## src/rtl/piso_serializer.sv

```systemverilog
// Parallel-in/serial-out transmit stage: accepts a WIDTH-bit word on valid/ready, shifts it out one bit per clock.
// Optional trailing parity bit and idle gap. Din_ready is held low from accept until the frame (and gap) completes.
module piso_serializer #(
   parameter int WIDTH      = 4,
   parameter int MSB_FIRST  = 1,
   parameter int PARITY_EN  = 0,
   parameter int PARITY_ODD = 0,
   parameter int GAP_CYCLES = 0
) (
   input  logic             Clock,
   input  logic             Clear,
   input  logic [WIDTH-1:0] Din,
   input  logic             Din_valid,
   output logic             Din_ready,
   output logic             Sout,
   output logic             Sout_valid,
   output logic             Frame_start,
   output logic             Busy
);

   localparam int CW = $clog2(WIDTH + 1);
   localparam int GW = (GAP_CYCLES > 1) ? $clog2(GAP_CYCLES) : 1;

   typedef enum logic [1:0] {IDLE, SHIFT, PARITY, GAP} state_t;

   state_t           state_q, state_d;
   logic [WIDTH-1:0] sreg_q, sreg_d;
   logic [CW-1:0]    count_q, count_d;
   logic [GW-1:0]    gap_q, gap_d;
   logic             par_q, par_d;
   logic             rdy_q, rdy_d;
   logic             sout_q, sout_d;
   logic             vld_q, vld_d;
   logic             fs_q, fs_d;
   logic             end_frame;

   always_comb begin
      state_d   = state_q;
      sreg_d    = sreg_q;
      count_d   = count_q;
      gap_d     = gap_q;
      par_d     = par_q;
      rdy_d     = rdy_q;
      sout_d    = sout_q;
      vld_d     = vld_q;
      fs_d      = 1'b0;
      end_frame = 1'b0;

      case (state_q)
         IDLE: begin
            rdy_d  = 1'b1;
            sout_d = 1'b0;
            vld_d  = 1'b0;
            if (Din_valid && rdy_q) begin
               state_d = SHIFT;
               rdy_d   = 1'b0;
               vld_d   = 1'b1;
               fs_d    = 1'b1;
               count_d = CW'(1);
               // Parity is captured at accept so later Din changes cannot leak in.
               par_d   = (^Din) ^ (PARITY_ODD != 0);
               if (MSB_FIRST != 0) begin
                  sout_d = Din[WIDTH-1];
                  sreg_d = Din << 1;
               end else begin
                  sout_d = Din[0];
                  sreg_d = Din >> 1;
               end
            end
         end
         SHIFT: begin
            if (count_q < CW'(WIDTH)) begin
               count_d = count_q + CW'(1);
               if (MSB_FIRST != 0) begin
                  sout_d = sreg_q[WIDTH-1];
                  sreg_d = sreg_q << 1;
               end else begin
                  sout_d = sreg_q[0];
                  sreg_d = sreg_q >> 1;
               end
            end else if (PARITY_EN != 0) begin
               state_d = PARITY;
               sout_d  = par_q;
               vld_d   = 1'b1;
            end else begin
               end_frame = 1'b1;
            end
         end
         PARITY: end_frame = 1'b1;
         GAP: begin
            sout_d = 1'b0;
            vld_d  = 1'b0;
            if (gap_q == GW'(GAP_CYCLES - 1)) begin
               state_d = IDLE;
               rdy_d   = 1'b1;
            end else begin
               gap_d = gap_q + GW'(1);
            end
         end
         default: state_d = IDLE;
      endcase

      if (end_frame) begin
         sout_d = 1'b0;
         vld_d  = 1'b0;
         if (GAP_CYCLES > 0) begin
            state_d = GAP;
            gap_d   = '0;
         end else begin
            state_d = IDLE;
            rdy_d   = 1'b1;
         end
      end
   end

   always_ff @(posedge Clock or negedge Clear) begin
      if (!Clear) begin
         state_q <= IDLE;
         sreg_q  <= '0;
         count_q <= '0;
         gap_q   <= '0;
         par_q   <= 1'b0;
         rdy_q   <= 1'b0;
         sout_q  <= 1'b0;
         vld_q   <= 1'b0;
         fs_q    <= 1'b0;
      end else begin
         state_q <= state_d;
         sreg_q  <= sreg_d;
         count_q <= count_d;
         gap_q   <= gap_d;
         par_q   <= par_d;
         rdy_q   <= rdy_d;
         sout_q  <= sout_d;
         vld_q   <= vld_d;
         fs_q    <= fs_d;
      end
   end

   assign Din_ready   = rdy_q;
   assign Sout        = sout_q;
   assign Sout_valid  = vld_q;
   assign Frame_start = fs_q;
   assign Busy        = (state_q != IDLE);

endmodule
```

## config.mk

```make
export PLATFORM = sky130hd
export DESIGN_NAME = piso_serializer
export DESIGN_NICKNAME = d
export VERILOG_FILES = /design/src/rtl/piso_serializer.sv
export SDC_FILE = /design/constraint.sdc
export NUM_CORES = 1
export LEC_CHECK = 0
export ABC_AREA = 0
export CAP_MARGIN = 20
export CORE_AREA = 10 10 47 49
export CTS_BUF_LIST = sky130_fd_sc_hd__clkbuf_8
export DETAILED_ROUTE_END_ITERATION = 10
export DIE_AREA = 0 0 57 59
export PLACE_DENSITY = 0.69
export SKIP_LAST_GASP = 1
export SYNTH_ARGS = -nofsm -noshare
export SYNTH_HDL_FRONTEND = slang
export SYNTH_SLANG_ARGS = --single-unit
```

## constraint.sdc

```tcl
create_clock -name Clock -period 1.3 [get_ports Clock]
set_clock_uncertainty 0.05 [all_clocks]
set_input_delay 0.26 -clock Clock [delete_from_list [all_inputs] [get_ports Clock]]
set_output_delay 0.26 -clock Clock [all_outputs]
set_load 0.01 [all_outputs]
```

Word-level counts from Yosys, hierarchy flattened:

Index checks and enable logic that the tools add are counted.

* register bits: 14
* output and inout port bits: 5
* word-level logic and storage cells: 54

* reductions and logical operators: 10
* $lt $le $gt $ge: 1
* eq/ne operators: 8
* multiplexer cells: 25
* $add $sub $neg: 2

Operator list (count)
* $mux 1: 11
* $ne 3x3->1 const B: 3
* $mux 4: 2
* $pmux 4 s2: 1
* $mux 2: 3
* $mux 3: 2
* $pmux 1 s2: 3
* $pmux 3 s2: 1
* $reduce_and 3->1: 2
* $eq 2x2->1 const B: 2
* $ne 2x2->1 const B: 2
* $pmux 2 s2: 1
* $reduce_and 2->1: 2
* $reduce_bool 2->1: 2
* $reduce_bool 4->1: 1
* $add 3x1->3 const B: 1
* $lt 3x3->1 const B: 1
* $pmux 1 s3: 1
* $reduce_bool 3->1: 1
* $eq 2x1->1 const B: 1
* $logic_not 2->1: 1
* $add 1x1->1 const B: 1
* $logic_and 1x1->1: 1

Depth between registers and ports, before layout:

* word-level depth: 5
* depth in mapped cells: 4

Least setup slack after synthesis:

No wires, ideal clock.

* kind: register -> register
* from: register state_q[0]
* to: register sreg_q[2]
* required time: 1.129 ns
* arrival: 0.888 ns
* slack: 0.241 ns
* library setup time: 0.121 ns
* cell stages (with the launch flop): 4
* period minus slack after synthesis: 1.059 ns
* cell sequence: dfrtp_1 > or2b_4 > o22ai_1 > nor2_1

* longest elaborated chain between the ends: 3
* elaborated cells between the ends (all ways): 7

Ends and longest elaborated chain
* start, declared: line 26 `state_t state_q, state_d;`
* start signal, assigned: line 128 `state_q <= state_d;`
* $eq 2x1->1 / $logic_not 2->1 (equally long branches)
* $ne 2x2->1 (no line) / $reduce_bool 2->1 (equally long branches)
* $reduce_and 3->1 (no line)
* end signal, assigned: line 129 `sreg_q <= sreg_d;`
* end, declared: line 27 `logic [WIDTH-1:0] sreg_q, sreg_d;`

Parallel ways exist; a longest one is shown, timed or not.
A chain may end at the register's enable or synchronous reset.

Worst setup path in the final report:

* from: register state_q[0]
* to: output port Busy

* longest elaborated chain between the ends: 1

Ends and longest elaborated chain
* $reduce_bool 2->1: line 144 `assign Busy = (state_q != IDLE);`
* end, declared: line 18 `output logic Busy`

Every way passes these cells.

==> results.yml <==
run_status:
  outcome: "complete, no violations"
synth:
  syn_inst: 37
  synthAdderAreaFrac: 0.02825
  synth_fp_nets: 45
  synth_warnings: 0
  netlist.area_leader.share: 0.6215
  synth-xor-area-share: 0.01977
  synth_top_family_by_area: "simple AND/OR/NAND/NOR gates"
  synth_top_area_cell: "dfrtp_1"
  syn_area_per_cell_um2: 11.97
  synthMuxAreaShare: 0
  synth_cell_types: 13
  synth_compound_gate_area_share: 0.06780
  ys_top_cells_by_area: "dfrtp_1 62%, nand2_1 6.8%, nand3b_4 4.5%"
  ys_seq_area_frac: 0.6215
  netlist_area_um2: 442.9
  ys_ff_latch: 11
  synth-simple-area-share: 0.2486
detailed_routing:
  dr.pass1.iters: 4
  vias: 333
  remaining_drc_errors: 0
  drt-total-wl_um: 815
  drt.antenna.violating_nets: 0
  wl_met1_um: 391
  drtIter0Drc: 8
  met3_length_um: 103
  dr_wl_met2_um: 298
  vias_per_cell: 4.690
  routedWlPerCell_um: 11.48
  topRoutingLayerUsed: "met4"
sta:
  post-route-min-period_ns: 1.201
  finalSetupViolCount: 0
  relSlewSlack: 0.8894
  post-route-period-util: 0.9236
  holdWs_ns: 0.2695
  fmax_mhz: 832.9
  hold_violations: 0
  drv_slew: 0
  grt_setup_unrepaired: "no"
  layout_setup_ws_ns: 0.09938
  worst_pin_slew_ns: 0.1656
finish:
  drive_above_1_share: 0.1818
  final_cell_area_um2: 634.4
  nets: 64
  antenna_cells: 0
  fillers: 135
  seq_area_um2: 275.3
  multi_input_area_um2: 161.4
  area_growth_pct: 43.22
  fin_cells: 71
clocking:
  cts_tree: "yes"
  cts.sink_count: 11
  cts_root_buf: "clkbuf_8"
  hold_buffers: 0
  cts.reportedPaths.clkPinSlew_ns: 0.05
  ctsResizeCount: 5
  h-tree-depth: 1
  numCtsBuffers: 3
  clockBufferDepth: 2
  post_cts_buffers: 0
  clk_latency_ns: 0.23
placement:
  place_inst: 67
  detailed_place.area_um2: 595.6
  port_buffers: 11
  place_ws_ns: -0.03779
  finalWeightedCongestion: 0.7692
floorplanning:
  die_w_um: 57
  die_y_um: 59
  core-area_um2: 1401
  start_util: 0.3161
  boundaryPins: 12
  die_area_um2: 3363
  fp-row-count: 14
power_and_ir_drop:
  p_leak_nw: 0.3193
  pwr-share-seq: 0.380
  peakVddDrop_mv: 0.8219
  internal_power_mw: 1.030
  swShare: 0.3255
  p_comb_frac: 0.406
  power_frac_clock: 0.214
  powerDensity_nw_per_um2: 2406
  power_mw: 1.526
  power.switching_mw: 0.4968
setup_path:
  start_kind: "register"
  crit_slowest_cell: "dfrtp_1"
  critPathRequiredTime_ns: 0.99
  critPathCaptureType: "output port"
  crit_family: "flip-flops"
  crit_path_max_fanout: 2
  cp.arrival_ns: 0.89
  critPathMaxStageDelay_ns: 0.37
  critPathBufInv: 1
  cp_cell_sequence: "dlygate4sd2_1"
  critPathKind: "register to output port"
min_path:
  hold_path_class: "primary input to asynchronous set/reset pin"
grt:
  grt_usage: 0.05500
  overflow: 0
  grt_pass1_wl_mm: 1.462
  antenna_found_initial: 0
  grt_start_max_net_pins: 12
  grt_pass1_vias: 358
flow_run:
  maxCapViolations: 0
power groups by stage:
stage          logic, mW  registers, mW  clock network, mW
2_1_floorplan      0.359          0.627                  0
3_3_place_gp       0.666          0.584                  0
3_5_place_dp       0.675          0.590                  0
4_1_cts            0.631          0.582              0.335
5_1_grt            0.700          0.600              0.351
6_report           0.620          0.581              0.326
cells by family (layout without fill, tap and decap cells):
logic type	Yosys count	in the layout
simple gates	19	19
flops	11	11
buf+inv	1	19
xor+xnor	1	1
fa+ha+maj	1	1
compound gates	4	4
final timing paths:
kind                       slack [ns]  depth (start not counted)                      to              startpoint
max                               0.1                          1                    Busy  state_q[0]$_DFFE_PN0P_
min                              0.27                          2  count_q[0]$_DFFE_PN0P_                   Clear
max reg2reg                      0.16                          4   sreg_q[2]$_DFFE_PN0P_  state_q[0]$_DFFE_PN0P_
min reg2reg                      0.43                          2  Sout_valid$_DFFE_PN0P_  Sout_valid$_DFFE_PN0P_
max in group asynchronous        0.78                          2   Frame_start$_DFF_PN0_                   Clear
min in group Clock               0.43                          2  Sout_valid$_DFFE_PN0P_  Sout_valid$_DFFE_PN0P_
synthesized netlist by cell type:
| cell type | number |
|---|---|
| inv_4 | 1 |
| ha_1 | 1 |
| nor2_1 | 4 |
| nand3_1 | 2 |
| nor3_1 | 2 |
| nand3b_4 | 1 |
| nor2b_4 | 1 |
| xnor2_1 | 1 |
| o22ai_1 | 2 |
| or2b_4 | 1 |
| a22o_1 | 2 |
| dfrtp_1 | 11 |
| nand2_1 | 8 |
final cells by class:
cell class,count,share of cell area
Sequential cell,11,0.4339
Multi-Input combinational cell,25,0.2544
Timing Repair Buffer,14,0.1992
Clock buffer,3,0.06509
Tap cell,16,0.03156
Inverter,1,0.009862
Clock inverter,1,0.005917
sequential cells by signal, indices dropped and copies added (netlist names):
| register | cells |
|---|---|
| Din_ready | 1 |
| Frame_start | 1 |
| Sout | 1 |
| Sout_valid | 1 |
| count_q | 3 |
| sreg_q | 3 |
| state_q | 1 |
cells in the final DEF (no fill, tap or decap):
master	netlist	final
a22o_1	2	2
nor3_1	2	2
nand2_1	8	8
clkdlybuf4s50_1	0	6
nor2b_4	1	1
inv_4	1	1
dfrtp_1	11	11
inv_1	0	1
nor2_1	4	4
nand3b_4	1	1
xnor2_1	1	1
dlygate4sd2_1	0	5
o22ai_1	2	2
nand3_1	2	2
ha_1	1	1
clkbuf_8	0	3
buf_4	0	3
or2b_4	1	1
stage by stage:
step | TNS, ns | utilization
floorplan | 0 | -
global placement | -0.05691 | 0.4250
detailed placement | -0.07161 | 0.4250
CTS | 0 | 0.4527
global route | 0 | 0.4527
finish | 0 | 0.4527
routing by layer:
| metal | vias up | track usage |
|---|---|---|
| met2 | 13 | 0.07132 |
| met5 | - | 0 |
| met4 | 0 | 0.05034 |
| met1 | 155 | 0.06227 |
| li1 | 162 | - |
| met3 | 3 | 0.03004 |
(Power assumes the default switching activity.)
